## src/rtl/cpu_pkg.sv

```systemverilog
// Shared CPU constants and types: data width, instruction-ROM address width, reset PC, fetch FSM states.
// Latency: n/a (declarations only).
// Backpressure: n/a.
package cpu_pkg;

    localparam int unsigned XLEN        = 32;
    localparam int unsigned IMEM_ADDR_W = 14;

    localparam logic [XLEN-1:0] RESET_PC_DEFAULT = 32'h0000_0000;

    // BOOT covers the single cycle in which the first ROM read is in flight.
    typedef enum logic {
        BOOT = 1'b0,
        RUN  = 1'b1
    } fetch_state_e;

endpackage

```

## src/rtl/ifetch_perf.sv

```systemverilog
// Fetch-stage performance counters: instructions advanced and cycles stalled.
// Latency: counts are registered, visible the cycle after the event.
// Backpressure: none; counts every qualifying cycle and wraps at 2^32.
module ifetch_perf
    import cpu_pkg::*;
(
    input  logic            clk,
    input  logic            rst,
    input  logic            run,
    input  logic            stall,
    input  logic            redirect_valid,
    output logic [XLEN-1:0] perf_fetch_cnt,
    output logic [XLEN-1:0] perf_stall_cnt
);

    // A redirect cycle is neither a fetch advance nor a stall.
    always_ff @(posedge clk) begin
        if (rst) begin
            perf_fetch_cnt <= '0;
            perf_stall_cnt <= '0;
        end else if (run && !redirect_valid) begin
            if (stall) begin
                perf_stall_cnt <= perf_stall_cnt + 32'd1;
            end else begin
                perf_fetch_cnt <= perf_fetch_cnt + 32'd1;
            end
        end
    end

endmodule

```

## src/rtl/ifetch.sv

```systemverilog
// Instruction fetch: owns the PC, drives the ROM word address, presents inst/inst_pc/inst_valid.
// Latency: one cycle ROM read; redirect target shown the cycle after redirect_valid.
// Backpressure: stall holds inst/inst_pc by re-reading the held word. Optional IFETCH_PERF_CNT_EN adds counters.
module ifetch
    import cpu_pkg::*;
#(
    parameter int unsigned     ADDR_W   = IMEM_ADDR_W,
    parameter logic [XLEN-1:0] RESET_PC = RESET_PC_DEFAULT
) (
    input  logic              clk,
    input  logic              rst,
    input  logic              stall,
    input  logic              redirect_valid,
    input  logic [XLEN-1:0]   redirect_pc,
    output logic [ADDR_W-1:0] imem_addr,
    input  logic [XLEN-1:0]   imem_dout,
    output logic [XLEN-1:0]   inst,
    output logic [XLEN-1:0]   inst_pc,
`ifdef IFETCH_PERF_CNT_EN
    output logic              inst_valid,
    output logic [XLEN-1:0]   perf_fetch_cnt,
    output logic [XLEN-1:0]   perf_stall_cnt
`else
    output logic              inst_valid
`endif
);

    fetch_state_e    state;
    fetch_state_e    state_nxt;
    logic [XLEN-1:0] req_pc;
    logic [XLEN-1:0] req_pc_nxt;
    logic [XLEN-1:0] inst_pc_nxt;

    // ROM address: redirect target first, then the pending request, or the held word while stalled.
    always_comb begin
        imem_addr = req_pc[ADDR_W+1:2];
        if (redirect_valid) begin
            imem_addr = redirect_pc[ADDR_W+1:2];
        end else if (state == BOOT) begin
            imem_addr = req_pc[ADDR_W+1:2];
        end else if (stall) begin
            imem_addr = inst_pc[ADDR_W+1:2];
        end
    end

    // The ROM data already corresponds to inst_pc, so it passes straight through.
    assign inst       = imem_dout;
    assign inst_valid = (state == RUN);

    // Next-state: redirect beats stall; BOOT ignores stall; otherwise advance unless stalled.
    always_comb begin
        state_nxt   = state;
        req_pc_nxt  = req_pc;
        inst_pc_nxt = inst_pc;
        if (redirect_valid) begin
            state_nxt   = RUN;
            inst_pc_nxt = redirect_pc;
            req_pc_nxt  = redirect_pc + 32'd4;
        end else if (state == BOOT || !stall) begin
            state_nxt   = RUN;
            inst_pc_nxt = req_pc;
            req_pc_nxt  = req_pc + 32'd4;
        end
    end

    // State and PC registers; reset discards any in-flight fetch.
    always_ff @(posedge clk) begin
        if (rst) begin
            state   <= BOOT;
            req_pc  <= RESET_PC;
            inst_pc <= RESET_PC;
        end else begin
            state   <= state_nxt;
            req_pc  <= req_pc_nxt;
            inst_pc <= inst_pc_nxt;
        end
    end

`ifdef IFETCH_PERF_CNT_EN
    ifetch_perf u_perf (
        .clk            (clk),
        .rst            (rst),
        .run            (state == RUN),
        .stall          (stall),
        .redirect_valid (redirect_valid),
        .perf_fetch_cnt (perf_fetch_cnt),
        .perf_stall_cnt (perf_stall_cnt)
    );
`endif

endmodule
```

## config.mk

```make
export PLATFORM = sky130hd
export DESIGN_NAME = ifetch
export DESIGN_NICKNAME = d
export VERILOG_FILES = /design/src/rtl/cpu_pkg.sv /design/src/rtl/ifetch_perf.sv /design/src/rtl/ifetch.sv
export SDC_FILE = /design/constraint.sdc
export NUM_CORES = 1
export LEC_CHECK = 0
export CAP_MARGIN = 20
export CORE_MARGIN = 3
export CORE_UTILIZATION = 30
export CTS_CLUSTER_SIZE = 10
export DETAILED_ROUTE_END_ITERATION = 12
export GPL_TIMING_DRIVEN = 1
export PLACE_DENSITY = 0.67
export SETUP_SLACK_MARGIN = 0.4
export SYNTH_ARGS = -nofsm -noshare
export SYNTH_HDL_FRONTEND = slang
export SYNTH_SLANG_ARGS = --single-unit
```

## constraint.sdc

```tcl
create_clock -name clk -period 10.2 [get_ports clk]
set_input_delay 2.55 -clock clk [delete_from_list [all_inputs] [get_ports clk]]
set_output_delay 2.55 -clock clk [all_outputs]
set_load 0.05 [all_outputs]
```

* Word-level counts from Yosys, hierarchy flattened
Cells that the tools add are included.
** Word-level totals
- Register bits :: 65
- Input bits :: 68
- Output and inout bits :: 79
** Operators by class
- Add/subtract/negate cells :: 2
- Multiplexer cells :: 9
- Bitwise logic cells :: 1
- Reductions and logical operators :: 3
** Operator list (number)
- $mux 32 :: 4
- $add 32x3->32 const B :: 2
- $mux 14 :: 3
- $mux 1 :: 2
- $reduce_bool 2->1 :: 1
- $logic_not 1->1 :: 1
- $logic_or 1x1->1 :: 1
- $not 1->1 :: 1

* Logic depth before layout (Yosys ltp)
Gate-level depths: netlist of run 1.
- Word-level depth :: 4
- Gate-level depth with buffers :: 14
- Depth with buffers taken out :: 9

* Worst setup path before layout of run 1
OpenSTA, ideal clock, no wires.
- Kind :: input-to-output
- Start :: input redirect_valid
- End :: output imem_addr[0]
- Arrival :: 4.465 ns
- Required time :: 7.650 ns
- Setup slack :: 3.185 ns
- Cell stages on the path :: 6
- Cells stage by stage :: buf_6 > buf_2 > buf_2 > clkbuf_1 > a21oi_1 > a21boi_0
** Between the ends
- Longest elaborated chain between the ends :: 1
** Ends and longest elaborated chain
- start, declared :: line ifetch.sv:13 : input logic redirect_valid,
- $mux 14 :: line ifetch.sv:37 : if (redirect_valid) begin
- end, declared :: line ifetch.sv:15 : output logic [ADDR_W-1:0] imem_addr,
Every way passes these cells.

* Worst setup path in the final report of run 1
- Start :: input stall
- End :: output imem_addr[0]
** Between the ends
- Longest elaborated chain between the ends :: 3
** Ends and longest elaborated chain
- start, declared :: line ifetch.sv:12 : input logic stall,
- $mux 14 :: line ifetch.sv:41 : end else if (stall) begin
- $mux 14 :: line ifetch.sv:39 : end else if (state == BOOT) begin
- $mux 14 :: line ifetch.sv:37
Every way passes these cells.

==> results of run 1 <==
## through the flow
step	util, %	std cells
after floorplan	-	529
after global placement	35.95	725
after detailed placement	35.95	725
after CTS	37.87	740
after global routing	37.87	740
final	37.87	740
## path summary, 6_finish.rpt
| path | from | to | slack (ps) | cells past startpoint |
|---|---|---|---|---|
| worst max-delay path | stall | imem_addr[0] | 2800 | 5 |
| worst max register to register | req_pc[3] | req_pc[18] | 7700 | 9 |
| worst min register to register | inst_pc[30] | inst_pc[30] | 450 | 2 |
| worst min-delay path | inst_pc[30] | inst_pc[30] | 450 | 2 |
## final cells by class
cell class | count | area [sq um] | share of cell area [%]
flip-flops and latches | 65 | 1301 | 25.64
well taps | 176 | 220.2 | 4.339
multi-input cells | 393 | 2432 | 47.93
repair buffers | 85 | 840.8 | 16.57
clock buffers | 15 | 257.7 | 5.079
inverters | 6 | 22.52 | 0.4438
## critical path: cells and delay by family
family,cells,cell delay (ps)
compound gates,1,220
buf+inv,2,1320
simple gates,2,760
## routing by layer
metal | global-route usage (%) | vias to the layer above | part of all wire [%]
met5 | 0 | - | 0
met4 | 5.329 | 0 | 1.8
met3 | 4.392 | 17 | 6.0
met2 | 24.97 | 128 | 46
met1 | 20.08 | 1805 | 46
li1 | - | 1893 | -
## power by group through the flow
stage	clock (mW)	sequential (mW)	combinational [mW]
after floorplan	0	0.317	0.116
after global placement	0	0.292	0.166
after detailed placement	0	0.292	0.168
after CTS	0.283	0.287	0.169
after global routing	0.295	0.289	0.180
final	0.277	0.287	0.167
## sequential cells by signal, indices dropped and copies added, names as in the netlist
| name | flops |
|---|---|
| inst_pc | 32 |
| inst_valid | 1 |
| req_pc | 32 |
## cell usage after synthesis, drive strengths merged, types with 4 or more instances
| library cell | instances |
|---|---|
| a211oi | 18 |
| a21oi | 30 |
| a311oi | 4 |
| and2 | 18 |
| buf | 46 |
| clkbuf | 19 |
| dfxtp | 65 |
| inv | 6 |
| mux2 | 4 |
| mux2i | 21 |
| nand2 | 81 |
| nand2b | 4 |
| nand3 | 31 |
| nand3b | 9 |
| nand4 | 11 |
| nor2 | 39 |
| nor3 | 14 |
| nor4 | 5 |
| o21ai | 26 |
| o22ai | 5 |
| xnor2 | 19 |
| xor2 | 17 |
## cells by family (layout without fill, tap and decap cells)
family	count (synthesis)	count (layout)	synth area share, %
adders and majority gates	1	1	0.3018
buffers and inverters	71	106	9.930
muxes	25	25	6.157
xor gates and xnor gates	36	36	7.606
DFF	65	65	31.39
and+or+nand+nor	225	225	27.29
AOI/OAI and AO/OA	106	106	17.33
==> impl_metrics.py, run 1 <==
metrics = {
    "pwr": {
        "internal-power_mw": 0.5050,
        "ir_drop_mv": 0.09967,
        "p_per_area_nw_per_um2": 144.1,
        "p_leak_nw": 1.862,
        "finalPower_mw": 0.7312,
        "netSwitchingFraction_pct": 30.93,
        "comb_power_share_pct": 22.9,
        "seqPwrFrac_pct": 39.2,
        "p_sw_mw": 0.2262,
        "power_frac_clock_pct": 37.9,
    },
    "yosys": {
        "synthTopCellsByArea": "dfxtp_1 31%, nand2_1 7.2%, buf_4 6.0%",
        "synth.avg_cell_area_sq_um": 7.836,
        "syn-instance-count": 529,
        "synthFlopType": "dfxtp_1",
        "yosysTopAreaCellShare_pct": 31.39,
        "yosysTopAreaCell": "dfxtp_1",
        "synth_edf_count": 0,
        "syn_nets": 598,
        "synthArstFlopShare_pct": 0,
        "synth.cell_area_sq_um": 4145,
        "ys_types": 57,
        "yosys_warnings": 0,
        "synth-seq-area-share_pct": 31.39,
        "ys_seq_elements": 65,
    },
    "final_layout": {
        "final_common_cell": "clkdlybuf4s50_1",
        "final_cell_mix": "81 x clkdlybuf4s50_1, 80 x nand2_1, 65 x dfxtp_1",
        "fillCellCount": 1363,
        "drive_gt1_share_pct": 6.028,
        "area_delta_synth_final_pct": 22.43,
        "design_area_sq_um": 5075,
        "fin_nets": 629,
        "antenna_cells": 0,
    },
    "sta": {
        "slew_violations": 0,
        "finalHoldViolations": 0,
        "clock.fmax_mhz": 135.1,
        "tightest_slew_ps": 816.6,
        "slew_headroom_pct": 45.56,
        "hold_ws_ps": 453.0,
        "fin_setup_tns_ps": 0,
        "setup_ws_ps": 2797,
        "fin_skew_ps": 5.135,
        "timing.final.crit_share_pct": 72.58,
        "rsz0062_at_grt": "no",
        "layout_min_cycle_time_ps": 7403,
        "setup_violations": 0,
    },
    "critical_path": {
        "critPathLaunchType": "primary input",
        "cp_max_fo": 21,
        "cpMostUsedCell": "clkdlybuf4s50_1",
        "crit_slowest_cell": "clkdlybuf4s50_1",
        "worstPathArrival_ps": 4850,
        "worst-setup-path-type": "primary input to primary output",
        "crit_required_ps": 7650,
        "path_cells": "clkdlybuf4s50_1 > and2_1 > nand2_1 > a21boi_0 > clkdlybuf4s50_1",
        "cp-end-kind": "primary output",
        "cpPeakStageDelay_ps": 850,
    },
    "run_status": {
        "status": "finished clean",
    },
    "grt": {
        "gr-usage-all-layers_pct": 15.57,
        "grt_max_degree": 66,
        "grt_pass1_wl_um": 18730,
        "antenna_found_initial": 0,
        "overflow": 0,
        "grt_pass1_vias": 3736,
    },
    "clocking": {
        "cts_buffer_depth": 2,
        "post-cts-setup-buffers": 0,
        "cts_resized": 0,
        "insertion_delay_ps": 330,
        "tritoncts": "built",
        "cts_buffers": 9,
        "cts-root-buf": "clkbuf_16",
        "cts_hold_repair.buffers": 0,
        "htree_levels": 3,
        "cts_sinks": 65,
        "cts.reportedPaths.clkPinSlew_ps": 50,
    },
    "detailed_routing": {
        "drt-pass1-iter-count": 5,
        "drc": 0,
        "antenna_left": 0,
        "drtIter0Drc": 178,
        "viasPerCell": 5.193,
        "totalWireLength_um": 11620,
        "route.vias.total": 3843,
        "wire_per_inst_um": 15.70,
    },
    "placed_design": {
        "hpwl_um": 8198,
        "gp_congestion": 0.8112,
        "portBuffers": 82,
        "place_ws_ps": 2758,
        "dpl_cell_area_sq_um": 4817,
    },
    "floorplan": {
        "start_util_pct": 30.93,
        "die_w_um": 123.5,
        "core_sq_um": 13400,
        "die_area_sq_um": 15260,
        "dieHeight_um": 123.5,
        "rows": 42,
        "top_level_ports": 147,
    },
    "worst_hold_path": {
        "hold_class": "flip-flop to flip-flop",
    },
    "run": {
        "drv_cap": 0,
    },
}
(Power assumes the default switching activity.)
==> inputs of run 2 (changes only) <==
--- a/config.mk
+++ b/config.mk
@@ -11,7 +11,7 @@
 export CTS_CLUSTER_SIZE = 10
 export DETAILED_ROUTE_END_ITERATION = 12
 export GPL_TIMING_DRIVEN = 1
-export PLACE_DENSITY = 0.67
+export PLACE_DENSITY = 0.69
 export SETUP_SLACK_MARGIN = 0.4
 export SYNTH_ARGS = -nofsm -noshare
 export SYNTH_HDL_FRONTEND = slang
==> constraint.sdc (replaced) <==
create_clock -name clk -period 6.4 [get_ports clk]
set_input_delay 1.6 -clock clk [delete_from_list [all_inputs] [get_ports clk]]
set_output_delay 1.6 -clock clk [all_outputs]
set_load 0.05 [all_outputs]
==> run 2 against run 1 <==
Sequential power rose by 59%. Register-to-register slack got worse by 3800 ps. Die area did not move. Sequential share of layout area decreased by 0.14 points. Final area up 0.54%. Combinational power increased by 60%. Sequential cell count did not move. Clock power is 66% higher. Non-clock buffer count is 1 higher. Critical path depth did not move. Worst hold slack better by 13 ps. Cell count increased by 0.27%. Critical endpoint is now imem_addr[5]. Highest routed layer unchanged.
==> impl_metrics.py, run 2 (synthesized netlist as in run 1, its figures left out) <==
metrics = {
    "pwr": {
        "p_leak_nw": 1.883,
        "comb_power_share_pct": 22.6,
        "seqPwrFrac_pct": 38.5,
        "p_per_area_nw_per_um2": 232.5,
        "finalPower_mw": 1.186,
        "netSwitchingFraction_pct": 31.27,
        "internal-power_mw": 0.8154,
        "power_frac_clock_pct": 38.9,
        "p_sw_mw": 0.3710,
        "ir_drop_mv": 0.1118,
    },
    "sta": {
        "fin_setup_tns_ps": 0,
        "tightest_slew_ps": 838.3,
        "setup_ws_ps": 1042,
        "timing.final.crit_share_pct": 83.72,
        "rsz0062_at_grt": "no",
        "hold_ws_ps": 466.0,
        "slew_violations": 0,
        "slew_headroom_pct": 44.05,
        "setup_violations": 0,
        "fin_skew_ps": 7.932,
        "layout_min_cycle_time_ps": 5358,
        "clock.fmax_mhz": 186.6,
        "finalHoldViolations": 0,
    },
    "floorplan": {
        "rows": 42,
        "die_w_um": 123.5,
        "top_level_ports": 147,
        "dieHeight_um": 123.5,
        "core_sq_um": 13400,
        "start_util_pct": 30.93,
        "die_area_sq_um": 15260,
    },
    "placed_design": {
        "dpl.cell_count": 726,
        "portBuffers": 82,
        "gp_congestion": 0.8445,
        "place_ws_ps": 1031,
        "hpwl_um": 8266,
        "dpl_cell_area_sq_um": 4827,
    },
    "detailed_routing": {
        "viasPerCell": 5.197,
        "antenna_left": 0,
        "drtIter0Drc": 196,
        "totalWireLength_um": 11770,
        "route.vias.total": 3856,
        "wire_per_inst_um": 15.86,
        "drt-pass1-iter-count": 5,
        "drc": 0,
    },
    "clocking": {
        "cts_buffers": 9,
        "cts_resized": 0,
        "post-cts-setup-buffers": 0,
        "cts.reportedPaths.clkPinSlew_ps": 50,
        "cts_buffer_depth": 2,
        "htree_levels": 3,
        "cts_hold_repair.buffers": 0,
        "cts-root-buf": "clkbuf_16",
        "insertion_delay_ps": 340,
        "cts_sinks": 65,
        "tritoncts": "built",
    },
    "final_layout": {
        "final_common_cell": "clkdlybuf4s50_1",
        "fillCellCount": 1348,
        "drive_gt1_share_pct": 7.067,
        "antenna_cells": 0,
        "utilization_pct": 38.08,
        "fin_nets": 630,
        "design_area_sq_um": 5102,
        "fin_cells": 742,
        "final_cell_mix": "81 x clkdlybuf4s50_1, 79 x nand2_1, 65 x dfxtp_1",
        "multiInputGateArea_sq_um": 2435,
        "area_delta_synth_final_pct": 23.09,
        "seqCellArea_sq_um": 1301,
    },
    "critical_path": {
        "critPathLaunchType": "primary input",
        "reg2reg_slack_ps": 3890,
        "worstPathArrival_ps": 3760,
        "crit_required_ps": 4800,
        "worst-setup-path-type": "primary input to primary output",
        "cp_max_fo": 19,
        "cp-end-kind": "primary output",
    },
    "grt": {
        "gr-usage-all-layers_pct": 15.80,
        "grt_pass1_wl_um": 18890,
        "overflow": 0,
        "antenna_found_initial": 0,
        "grt_max_degree": 88,
        "grt_pass1_vias": 3748,
    },
    "run_status": {
        "status": "finished clean",
    },
    "worst_hold_path": {
        "hold_class": "flip-flop to flip-flop",
    },
    "run": {
        "drv_cap": 0,
    },
}
==> run 2: cell types whose count changed in the layout (fill, tap and decap cells not counted) <==
cell	change
clkbuf_1	-3
clkinv_2	+3
buf_4	+1
clkbuf_8	+1
nand2_1	-1
nand2_2	+1
==> run 2: power groups by stage <==
stage	clock network, mW	logic [mW]	registers [mW]
after floorplan	0	0.186	0.505
after global placement	0	0.264	0.464
after detailed placement	0	0.268	0.465
after CTS	0.478	0.270	0.457
after global routing	0.495	0.288	0.461
final	0.461	0.268	0.457
==> run 2: routing by layer <==
layer	vias up	GRT usage (%)	routed length, um
li1	1898	-	-
met1	1815	20.40	5330
met2	128	24.50	5446
met3	15	4.620	759
met4	0	6.782	232
met5	-	0	0
==> run 2: critical path: stages <==
cell	delay, ps
clkdlybuf4s50_1	490
nand2_2	340
mux2i_1	210
o21ai_0	230
clkdlybuf4s50_1	860
==> run 2: final timing paths <==
kind / cells past startpoint / startpoint / end
worst min-delay path: 2 / inst_pc[30] / inst_pc[30]
worst min register to register: 2 / inst_pc[30] / inst_pc[30]
worst max-delay path: 5 / stall / imem_addr[5]
worst max register to register: 9 / req_pc[3] / req_pc[18]
==> run 2: area by class of cell <==
cell class,instances,share of cell area (%)
multi-input cells,393,47.72
flip-flops and latches,65,25.50
inverters,6,0.4414
repair buffers,86,16.63
clock inverters,3,0.2943
clock buffers,13,5.101
well taps,176,4.316
